`src/rtl/dc_pkg.sv`:
```
// Shared constants for the decoder mode sequencer: mux select codes,
// controller states and the one-hot LED helper.
package dc_pkg;

  localparam logic [1:0] MODE_DC1 = 2'd0;
  localparam logic [1:0] MODE_DC2 = 2'd1;
  localparam logic [1:0] MODE_F   = 2'd2;
  localparam logic [1:0] MODE_RAW = 2'd3;

  typedef enum logic [1:0] {
    ST_MANUAL = 2'd0,
    ST_AUTO   = 2'd1,
    ST_PAUSE  = 2'd2
  } dc_state_e;

  // Bit n set when m == n.
  function automatic logic [3:0] mode_onehot(input logic [1:0] m);
    return 4'b0001 << m;
  endfunction

endpackage

```
`src/rtl/btn_debounce.sv`:
```
// Push-button conditioner: 2-FF synchronizer, consecutive-mismatch debounce
// counter and a one-cycle press pulse on each accepted 0->1 change.
// A button held through reset release is accepted silently; it has to be
// seen low once before a rising acceptance is allowed to pulse.
module btn_debounce #(
  parameter int DEBOUNCE_CYC = 1_000_000
) (
  input  logic clk,
  input  logic rst_n,
  input  logic btn_raw,
  output logic btn_level,
  output logic btn_press
);

  localparam int CW = $clog2(DEBOUNCE_CYC);
  localparam logic [CW-1:0] CNT_TC = CW'(DEBOUNCE_CYC - 1);

  logic          sync1_q, sync2_q;
  logic [1:0]    vld_q;
  logic          armed_q;
  logic [CW-1:0] cnt_q;
  logic          level_q, press_q;

  // Bring the raw button into clk; vld_q marks when sync2_q holds real samples.
  always_ff @(posedge clk or negedge rst_n) begin
    if (!rst_n) begin
      sync1_q <= 1'b0;
      sync2_q <= 1'b0;
      vld_q   <= 2'b00;
    end else begin
      sync1_q <= btn_raw;
      sync2_q <= sync1_q;
      vld_q   <= {vld_q[0], 1'b1};
    end
  end

  // Arm the press pulse once the button has genuinely been observed low.
  always_ff @(posedge clk or negedge rst_n) begin
    if (!rst_n) begin
      armed_q <= 1'b0;
    end else if (vld_q[1] && !sync2_q) begin
      armed_q <= 1'b1;
    end
  end

  // Accept a new level after DEBOUNCE_CYC consecutive mismatching cycles.
  always_ff @(posedge clk or negedge rst_n) begin
    if (!rst_n) begin
      cnt_q   <= '0;
      level_q <= 1'b0;
      press_q <= 1'b0;
    end else begin
      press_q <= 1'b0;
      if (sync2_q != level_q) begin
        if (cnt_q == CNT_TC) begin
          level_q <= sync2_q;
          cnt_q   <= '0;
          press_q <= sync2_q & armed_q;
        end else begin
          cnt_q <= cnt_q + CW'(1);
        end
      end else begin
        cnt_q <= '0;
      end
    end
  end

  assign btn_level = level_q;
  assign btn_press = press_q;

endmodule

```
`src/rtl/dc_mode_ctrl.sv`:
```
// Decoder mux select sequencer: manual stepping with next/prev buttons, or
// automatic scan through all four modes with next acting as pause/resume.
//
//   state     | meaning
//   ----------+---------------------------------------------------------
//   ST_MANUAL | next/prev presses step mode +1/-1; auto_en=1 -> ST_AUTO
//   ST_AUTO   | mode steps every SCAN_CYC cycles; next press -> ST_PAUSE
//   ST_PAUSE  | mode and scan count frozen; next press -> ST_AUTO
//   (auto_en=0 in ST_AUTO/ST_PAUSE returns to ST_MANUAL ahead of anything else)
module dc_mode_ctrl
  import dc_pkg::*;
#(
  parameter int DEBOUNCE_CYC = 1_000_000,
  parameter int SCAN_CYC     = 100_000_000
) (
  input  logic       clk,
  input  logic       rst_n,
  input  logic       btn_next,
  input  logic       btn_prev,
  input  logic       auto_en,
  output logic [1:0] mode,
  output logic       mode_chg,
  output logic [3:0] mode_led,
  output logic       paused
);

  localparam int SW = $clog2(SCAN_CYC);
  localparam logic [SW-1:0] SCAN_TC = SW'(SCAN_CYC - 1);

  logic press_next, press_prev;
  logic next_level_unused, prev_level_unused;
  logic auto_s1_q, auto_s2_q;

  dc_state_e     state_q;
  logic [1:0]    mode_q;
  logic          chg_q;
  logic [3:0]    led_q;
  logic          paused_q;
  logic [SW-1:0] scan_q;

  btn_debounce #(.DEBOUNCE_CYC(DEBOUNCE_CYC)) u_db_next (
    .clk       (clk),
    .rst_n     (rst_n),
    .btn_raw   (btn_next),
    .btn_level (next_level_unused),
    .btn_press (press_next)
  );

  btn_debounce #(.DEBOUNCE_CYC(DEBOUNCE_CYC)) u_db_prev (
    .clk       (clk),
    .rst_n     (rst_n),
    .btn_raw   (btn_prev),
    .btn_level (prev_level_unused),
    .btn_press (press_prev)
  );

  // The slide switch is level-only, so it is synchronized but not debounced.
  always_ff @(posedge clk or negedge rst_n) begin
    if (!rst_n) begin
      auto_s1_q <= 1'b0;
      auto_s2_q <= 1'b0;
    end else begin
      auto_s1_q <= auto_en;
      auto_s2_q <= auto_s1_q;
    end
  end

  // Mode FSM with scan counter and all outputs registered.
  always_ff @(posedge clk or negedge rst_n) begin
    if (!rst_n) begin
      state_q  <= ST_MANUAL;
      mode_q   <= MODE_DC1;
      chg_q    <= 1'b0;
      led_q    <= mode_onehot(MODE_DC1);
      paused_q <= 1'b0;
      scan_q   <= '0;
    end else begin
      chg_q <= 1'b0;
      unique case (state_q)
        ST_MANUAL: begin
          if (auto_s2_q) begin
            state_q <= ST_AUTO;
            scan_q  <= '0;
          end else if (press_next ^ press_prev) begin
            mode_q <= press_next ? mode_q + 2'd1 : mode_q - 2'd1;
            led_q  <= mode_onehot(press_next ? mode_q + 2'd1 : mode_q - 2'd1);
            chg_q  <= 1'b1;
          end
        end
        ST_AUTO: begin
          if (!auto_s2_q) begin
            state_q <= ST_MANUAL;
          end else if (press_next) begin
            state_q  <= ST_PAUSE;
            paused_q <= 1'b1;
          end else if (scan_q == SCAN_TC) begin
            mode_q <= mode_q + 2'd1;
            led_q  <= mode_onehot(mode_q + 2'd1);
            chg_q  <= 1'b1;
            scan_q <= '0;
          end else begin
            scan_q <= scan_q + SW'(1);
          end
        end
        ST_PAUSE: begin
          if (!auto_s2_q) begin
            state_q  <= ST_MANUAL;
            paused_q <= 1'b0;
          end else if (press_next) begin
            state_q  <= ST_AUTO;
            paused_q <= 1'b0;
          end
        end
        default: begin
          state_q  <= ST_MANUAL;
          paused_q <= 1'b0;
        end
      endcase
    end
  end

  assign mode     = mode_q;
  assign mode_chg = chg_q;
  assign mode_led = led_q;
  assign paused   = paused_q;

endmodule
```
`config.mk`:
```
export PLATFORM = sky130hd
export DESIGN_NAME = dc_mode_ctrl
export DESIGN_NICKNAME = d
export VERILOG_FILES = /design/src/rtl/dc_pkg.sv /design/src/rtl/btn_debounce.sv /design/src/rtl/dc_mode_ctrl.sv
export SDC_FILE = /design/constraint.sdc
export NUM_CORES = 1
export LEC_CHECK = 0
export BUFFER_PORTS_ARGS = -buffer_cell sky130_fd_sc_hd__buf_2
export CAP_MARGIN = 0
export CELL_PAD_IN_SITES_DETAIL_PLACEMENT = 0
export CELL_PAD_IN_SITES_GLOBAL_PLACEMENT = 1
export CORE_UTILIZATION = 52
export DETAILED_ROUTE_END_ITERATION = 12
export PLACE_DENSITY_LB_ADDON = 0.1
export SYNTH_ARGS = -nofsm -noshare
export SYNTH_HDL_FRONTEND = slang
export SYNTH_HIERARCHICAL = 1
export SYNTH_SLANG_ARGS = --single-unit
```
`constraint.sdc`:
```
create_clock -name clk -period 4.6 [get_ports clk]
set_input_delay 0.69 -clock clk [delete_from_list [all_inputs] [get_ports clk]]
set_output_delay 0.69 -clock clk [all_outputs]
set_load 0.05 [all_outputs]
```
==> results of run 1 <==
[synth_stat cells (all sizes together) (2+ instances only)]
master  count
xnor2      12
or3        16
a41oi       2
ha          3
and3b       2
buf        13
o21bai      2
nand4      19
nand2      31
nor4       13
o21ai      28
a21oi      22
xor2       22
and4       10
a22o        6
nor4b       6
a21o        3
inv        16
a31oi       8
and2        2
conb        2
nor3        5
clkbuf      4
dfrtp      92
and3       13
or4         7
a211o       2
nand3      29
nor2       47
or2         3
o31ai       6
mux2        3
nor2b       5
[area by class of cell]
| class | count | share of cell area (%) |
|---|---|---|
| Clock buffer | 10 | 2.54 |
| Clock inverter | 6 | 1.82 |
| Inverter | 16 | 1.20 |
| Multi-Input combinational cell | 343 | 43.8 |
| Sequential cell | 93 | 46.4 |
| Tap cell | 108 | 2.69 |
| Timing Repair Buffer | 14 | 1.55 |
[logic make-up (layout without fill, tap and decap cells)]
kind of cell,count (synthesis),in the layout,synth area share (%)
other cells,2,2,0.160
xor+xnor,34,34,6.33
simple gates,211,211,25.9
mux,4,4,1.17
flops,93,93,49.5
buf+inv,33,46,3.75
fa+ha+maj,3,3,0.799
compound gates,89,89,12.3
[registers in the layout, summed over array words and instances, names as in the netlist, 2 cells and up]
signal / cells
scan_q: 27
u_db_next/cnt_q: 20
u_db_prev/cnt_q: 20
mode_led: 4
mode: 2
state_q: 2
u_db_next/vld_q: 2
u_db_prev/vld_q: 2
[worst max-delay path by stage]
stage	from	to	slack, ps	cells after the start
floorplan	scan_q[0]	mode_led[1]	2600	6
global placement	scan_q[17]	scan_q[26]	2210	6
detailed placement	scan_q[0]	scan_q[26]	2160	7
CTS	scan_q[0]	scan_q[10]	2130	6
global route	scan_q[0]	scan_q[10]	1870	6
finish	scan_q[0]	scan_q[25]	2090	7
[metal layers]
| metal | up-vias | share of wire, % | global-route usage (%) |
|---|---|---|---|
| li1 | 1731 | - | - |
| met1 | 1728 | 49 | 28.9 |
| met2 | 54 | 47 | 32.6 |
| met3 | 15 | 2.8 | 2.59 |
| met4 | 0 | 2.0 | 8.84 |
| met5 | - | 0 | 0 |
[through the flow]
stage	instances	util, %	setup slack [ps]	hold slack [ps]	total power (uW)
global placement	574	55.0	2210	333	921
CTS	590	57.5	2130	360	1530
detailed placement	574	55.0	2160	339	922
global route	590	57.5	1870	366	1570
finish	590	57.5	2090	357	1510
floorplan	469	-	2600	331	892
[power breakdown]
group / switching [uW] / leakage, uW / internal, uW / total, uW
clock: 297 / 0.000112 / 312 / 609
sequential: 11.1 / 0.00125 / 829 / 840
combinational: 46.6 / 0.000761 / 17.6 / 64.2
==> results.ini, run 1 <==
[floorplanning]
die_y_um=97.1
die_w_um=97.1
coreArea_mm2=0.00872
rows=34
ios=13
die-area_mm2=0.00942
initial_core_util_pct=53.9

[worst_setup_path]
path_buf_inv=1
timing_worst_setup_path_type=reg2reg
crit_path_end_kind=register
crit_family=compound AO/OA/AOI/OAI gates
required_ps=4880
worstPathArrival_ps=2790
r2r_start=scan_q[0]
cp_common_cell=a31oi_1
cp_max_fo=11
r2r_slack_ps=2090
start_kind=register
cp_slowest_cell=a31oi_1
rr_worst_depth=7
path_cells=ha_1 > nand3_1 > nor4_4 > a31oi_1 > buf_4 > a41oi_1 > a31oi_1
crit_path_max_incr_delay_ps=740
r2r_end=scan_q[25]

[sta]
period_needed_ps=2510
setup_tns_ps=0
slew_viol_final=0
worst_pin_slew_ps=1040
setup_viol=0
final_hold_viol_count=0
fmax_ghz=0.398
fin_crit_sh_pct=54.6
finClkSkew_ps=13.6
rsz0062_at_grt=false
max-slew-margin-rel_pct=30.2

[logic_synthesis]
yosysUniqueCellTypes=63
netlist_area_mm2=0.00470
synth-seq-area-share_pct=49.5
synth_top_area_share_pct=49.0
synth_fp_nets=477
synth_area_leader_cell=dfrtp_1
synth_enable_flop_cells=0
ys.warnings.count=6
synth_area_leaders=dfrtp_1 49%, xor2_1 4.1%, nor2_1 3.7%, nand3_1 2.9%, nand2_1 2.5%
async_flop_share_pct=100
synth_cells=469
avgSynthCellArea_um2=10.0
ys_seq_elements=93
ys.flop_type=dfrtp_1

[routing]
drt_wl_total_um=9280
wl_per_cell_um=15.7
drtPass1Iterations=4
vias=3528
vias_per_cell=5.98
ant_nets=0
drtIter0Drc=154
drc=0

[worst_hold_path]
hp-start=u_db_prev/vld_q[0]
min_path_type=reg2reg
worstHoldPathCells=0
holdPathEnd=u_db_prev/vld_q[1]

[clocking]
post-cts-setup-buffers=0
cts_hold_buf=0
htreeDepth=3
cts_resized=0
cts_sinks=93
path_clk_slew_ps=100
clockBufferDepth=2
cts_tree=done
clock_latency_ps=360
clock-root-buffer=clkbuf_8
numCtsBuffers=9

[layout]
fin_nets=485
seq_area_mm2=0.00233
syn_to_final_growth_pct=6.71
insertedDiodeCount=0
fin_area_mm2=0.00502
final_common_cell=dfrtp_1
multi_input_area_mm2=0.00220
fillCellCount=760
drive_above_1_share_pct=11.0
layout_common_cells=92 x dfrtp_1, 46 x nor2_1, 31 x nand2_1, 27 x nand3_1, 22 x xor2_1

[grt]
grt_max_degree=64
grt-ovfl-total=0
grt_pass1_wl_um=15700
grtUsageTotal_pct=20.7
grt_pass1_vias=3242
antenna_found_initial=0

[run_status]
status=complete, no violations

[pwr]
power.density_mw_per_mm2=302
peakVddDrop_mv=0.171
leakage_uw=0.00213

[run]
maxCapViolations=0

[placement]
io_buffers=12
place_hpwl_um=6210
postPlaceCellArea_mm2=0.00480
gp_congestion=0.764

Power figures use the tool's default switching activity.
==> run 2, diff against run 1 <==
Settings changed: CORE_UTILIZATION 52 to 49.
Clock period 4.6 ns to 2.4 ns, I/O delays scaled along.
==> results.ini, run 2 (synthesis gave the netlist of run 1 again) <==
[floorplanning]
die-area_mm2=0.00999  ; +6.0%
die_w_um=99.9  ; +3.0%
coreArea_mm2=0.00928  ; +6.5%
rows=35  ; +2.9%
initial_core_util_pct=50.6  ; -3.3 points
ios=13  ; unchanged
die_y_um=99.9  ; +3.0%

[worst_setup_path]
timing_worst_setup_path_type=reg2reg
crit_path_max_incr_delay_ps=440  ; -300 ps
crit_path_end_kind=register
crit_family=simple AND/OR/NAND/NOR gates
cp_slowest_cell=dfrtp_1
path_buf_inv=1  ; unchanged
path_cells=ha_1 > nand3_1 > buf_4 > nor4_2 > nand4_1 > or4_1 > o21ai_0
worstPathArrival_ps=2450  ; -340 ps
cp_max_fo=6  ; -5
startpoint=scan_q[0]
required_ps=2680  ; -2200 ps
r2r_start=scan_q[0]
start_kind=register

[grt]
grt-ovfl-total=0  ; unchanged
grt_pass1_wl_um=16500  ; +5.2%
antenna_found_initial=0  ; unchanged
grtUsageTotal_pct=21.1  ; +0.43 points
grt_max_degree=46  ; -28%
grt_pass1_vias=3390  ; +4.6%

[routing]
drt_wl_total_um=9640  ; +3.9%
drtIter0Drc=148  ; -3.9%
vias=3569  ; +1.2%
ant_nets=0  ; unchanged
wl_per_cell_um=15.4  ; -1.8%
drc=0  ; unchanged
drtPass1Iterations=4  ; unchanged
vias_per_cell=5.72  ; -4.3%

[layout]
insertedDiodeCount=0  ; unchanged
layout_common_cells=92 x dfrtp_1, 46 x nor2_1, 31 x nand2_1, 27 x nand3_1, 22 x xor2_1
largest_reg_flops=27  ; unchanged
syn_to_final_growth_pct=9.29
final_util_pct=55.3  ; -2.2 points
fin_nets=499  ; +2.9%
final_common_cell=dfrtp_1
reg.largest.list=scan_q: 27 flops, u_db_next/cnt_q: 20 flops, u_db_prev/cnt_q: 20 flops
fillCellCount=875  ; +15%
largest_register=scan_q
drive_above_1_share_pct=13.5  ; +2.5 points
seq_area_mm2=0.00233  ; unchanged
multi_input_area_mm2=0.00220  ; unchanged

[run]
maxCapViolations=0  ; unchanged

[sta]
fin_crit_sh_pct=90.2  ; +36 points
setup_viol=0  ; unchanged
period_needed_ps=2170  ; -347 ps
slew_viol_final=0  ; unchanged
max-slew-margin-rel_pct=53.2  ; +23 points
finClkSkew_ps=15.9  ; +2.29 ps
setup_tns_ps=0  ; unchanged
final_hold_viol_count=0  ; unchanged
worst_pin_slew_ps=702  ; -341 ps
rsz0062_at_grt=false
fin_ws_ps=234  ; -1850 ps
fmax_ghz=0.462  ; +16%

[clocking]
clock_latency_ps=350  ; about the same
htreeDepth=3  ; unchanged
clock-root-buffer=clkbuf_8
cts_sinks=93  ; unchanged
numCtsBuffers=9  ; unchanged
cts_hold_buf=0  ; unchanged
clockBufferDepth=2  ; unchanged
cts_tree=done
post-cts-setup-buffers=0  ; unchanged
cts_resized=0  ; unchanged
path_clk_slew_ps=90  ; about the same

[pwr]
leakage_uw=0.00218  ; +2.7%
internal_power_uw=2140  ; +85%
power_frac_comb_pct=4.9  ; +0.7 points
p_total_uw=2800  ; +85%
peakVddDrop_mv=0.401  ; +130%
switching_share_pct=23.5  ; +0.10 points
seqPwrFrac_pct=57.6  ; +2.1 points
power.density_mw_per_mm2=545  ; +81%
pwr-share-clk_pct=37.5  ; -2.7 points
p_sw_uw=659  ; +86%

[placement]
io_buffers=12  ; unchanged
pre_cts_slack_ps=247  ; -1910 ps
gp_congestion=0.792  ; +3.7%
place_hpwl_um=6640  ; +7.1%

[worst_hold_path]
min_path_type=in2async

[run_status]
status=complete, no violations

-- run 2: changes by cell type in the layout (fill, tap and decap cells not counted) --
cell | before | now
clkbuf_1 | 1 | 0
buf_4 | 3 | 16
buf_12 | 0 | 1
clkinvlp_4 | 0 | 2
bufinv_16 | 2 | 1
inv_6 | 3 | 1
clkbuf_8 | 9 | 10
-- run 2: per-layer routing --
layer  part of all wire, %  wire, um  GRT usage (%)  up-vias
met5                     0         0              0        -
met4                   1.0        99           6.33        0
met3                   3.1       303           4.53        8
met2                    49      4730           35.2       54
met1                    47      4510           27.7     1748
li1                      -         -              -     1759
-- run 2: power by group through the flow --
stage          clock network, uW  logic (uW)  registers [uW]
2_1_floorplan                  0        73.3            1640
3_3_place_gp                   0         138            1640
3_5_place_dp                   0         140            1640
4_1_cts                     1100         141            1610
5_1_grt                     1140         157            1610
6_report                    1050         137            1610
-- run 2: layout make-up --
cell class	instances	share of cell area, %
clock buffers	10	2.68
inverters	16	1.17
repair buffers	28	3.80
flip-flops and latches	93	45.3
clock inverters	5	1.14
well taps	129	3.14
multi-input cells	343	42.7
-- run 2: final timing paths --
path	to	slack, ps	cells past startpoint
worst max register to register	scan_q[22]	230	7
worst min-delay path	scan_q[15]	8	1
worst max-delay path	scan_q[22]	230	7
worst min register to register	u_db_prev/sync2_q	350	0
min in group clk	auto_s1_q	110	1
max in group asynchronous	u_db_next/cnt_q[16]	1740	2
-- run 2: through the flow --
| step | hold WS [ps] | instance area [um^2] | cells |
|---|---|---|---|
| after floorplan | 64.4 | 4700 | 469 |
| after global placement | 332 | 4940 | 609 |
| after detailed placement | 335 | 4940 | 609 |
| after CTS | 25.5 | 5140 | 624 |
| after global routing | 47.8 | 5140 | 624 |
| final | 8.34 | 5140 | 624 |
==> run 3, diff against run 2 <==
Settings changed: SETUP_SLACK_MARGIN set to 0.4.
==> results.ini, run 3 (synthesis gave the netlist of run 1 again) <==
[worst_setup_path]
crit_path_end_kind=register
timing_worst_setup_path_type=reg2reg
cp_max_fo=7  ; +1
worstPathArrival_ps=2300  ; -150 ps
required_ps=2660  ; -20 ps
start_kind=register

[pwr]
peakVddDrop_mv=0.289  ; -28%
pwr-share-clk_pct=39.8  ; +2.3 points
seqPwrFrac_pct=54.7  ; -2.9 points
switching_share_pct=23.9  ; +0.31 points
p_sw_uw=704  ; +6.8%
power.density_mw_per_mm2=547  ; +0.47%
power_frac_comb_pct=5.5  ; +0.6 points
internal_power_uw=2250  ; +5.0%
leakage_uw=0.00229  ; +4.9%

[grt]
grt_max_degree=44  ; -4.3%
antenna_found_initial=0  ; unchanged
grtUsageTotal_pct=22.2  ; +1.1 points
grt_pass1_wl_um=17400  ; +5.3%
grt-ovfl-total=0  ; unchanged
grt_pass1_vias=3642  ; +7.4%

[layout]
layout_common_cells=88 x dfrtp_1, 44 x nor2_1, 30 x nand2_1, 26 x nand3_1, 24 x buf_4
largest_reg_flops=27  ; unchanged
insertedDiodeCount=0  ; unchanged
reg.largest.list=scan_q: 27 flops, u_db_next/cnt_q: 20 flops, u_db_prev/cnt_q: 20 flops
final_common_cell=dfrtp_1
drive_above_1_share_pct=19.3  ; +5.8 points
largest_register=scan_q
syn_to_final_growth_pct=14.7
fin_nets=510  ; +2.2%

[run_status]
status=complete, no violations

[clocking]
path_clk_slew_ps=90  ; about the same
htreeDepth=3  ; unchanged
cts_sinks=93  ; unchanged
clockBufferDepth=2  ; unchanged
numCtsBuffers=9  ; unchanged
cts_tree=done
clock_latency_ps=370  ; +20 ps
clock-root-buffer=clkbuf_8

[routing]
drt_wl_total_um=9990  ; +3.6%
drc=0  ; unchanged
drtIter0Drc=116  ; -22%
ant_nets=0  ; unchanged
drtPass1Iterations=5  ; +1
vias_per_cell=5.68  ; -0.65%
wl_per_cell_um=15.7  ; +1.7%
vias=3614  ; +1.3%

[sta]
final_hold_viol_count=0  ; unchanged
max-slew-margin-rel_pct=66.5  ; +13 points
setup_viol=0  ; unchanged
timing.hold.ws_ps=91.8  ; +83.4 ps
fin_crit_sh_pct=84.9  ; -5.3 points
fmax_ghz=0.491  ; +6.3%
period_needed_ps=2040  ; -128 ps
rsz0062_at_grt=true
slew_viol_final=0  ; unchanged
worst_pin_slew_ps=498  ; -204 ps
setup_tns_ps=0  ; unchanged
finClkSkew_ps=11.3  ; -4.65 ps

[floorplanning]
die_w_um=99.9  ; unchanged
ios=13  ; unchanged
die_y_um=99.9  ; unchanged
coreArea_mm2=0.00928  ; unchanged
initial_core_util_pct=50.6  ; unchanged
die-area_mm2=0.00999  ; unchanged
rows=35  ; unchanged

[placement]
gp_congestion=0.826  ; +4.2%
place_hpwl_um=6750  ; +1.6%
io_buffers=12  ; unchanged

[worst_hold_path]
min_path_type=in2reg

[run]
maxCapViolations=0  ; unchanged

[run 3: cell types whose count changed in the layout (fill, tap and decap cells not counted), sizes merged]
cell | before | now
buf | 28 | 38
bufinv | 1 | 2
clkinvlp | 2 | 1
dlygate4sd3 | 0 | 1
inv | 17 | 18
[run 3: path summary, 6_finish.rpt]
check | cells past startpoint | from | slack (ps) | end
max | 6 | scan_q[17] | 360 | scan_q[26]
min | 1 | auto_en | 90 | auto_s1_q
max reg2reg | 6 | scan_q[17] | 360 | scan_q[26]
min reg2reg | 0 | u_db_prev/vld_q[0] | 360 | u_db_prev/vld_q[1]
max in group asynchronous | 3 | rst_n | 1300 | u_db_prev/cnt_q[0]
min in group asynchronous | 2 | rst_n | 450 | scan_q[3]
[run 3: per-stage QoR]
stage,cell area [um^2],util [%],std cells,worst slack (ps),power (uW)
after floorplan,4700,-,469,424,1710
after global placement,4940,53.2,609,291,1780
after detailed placement,4940,53.2,609,209,1780
after CTS,5270,56.8,635,369,2970
after global routing,5390,58.1,636,292,3080
final,5390,58.1,636,362,2950
[run 3: layout make-up]
class                           instances  area [um^2]
Multi-Input combinational cell        343         2330
Fill cell                             863         3890
Clock buffer                           10          128
Inverter                               16         60.1
Tap cell                              129          161
Sequential cell                        93         2330
Timing Repair Buffer                   39          288
Clock inverter                          6         93.8
[run 3: power by group through the flow]
stage          Clock [uW]  Combinational (uW)  Sequential, uW
3_5_place_dp            0                 139            1640
5_1_grt              1280                 186            1620
6_report             1180                 162            1610
4_1_cts              1210                 151            1610
3_3_place_gp            0                 139            1640
2_1_floorplan           0                73.3            1640
[run 3: critical path, cell delays in order (launching register included)]
cell and delay, ps:
dfrtp_1 400, or4b_4 550, nor4_4 280, a31oi_1 150
buf_4 190, a21o_1 150, a22o_1 210
[run 3: what timing repair did]
action,in CTS,in global routing
hold endpoints to repair,25,0
setup buffers,9,1
setup endpoints to repair,21,36
hold buffers,1,0
cloned,0,0
pin swaps,4,12
gates resized for setup,8,27
[run 3: routing by layer]
layer	up-vias	GRT usage, %	wire length, um	share of wire [%]
li1	1768	-	-	-
met1	1774	29.3	4740	48
met2	57	36.7	4830	48
met3	15	3.83	253	2.5
met4	0	8.60	163	1.6
met5	-	0	0	0
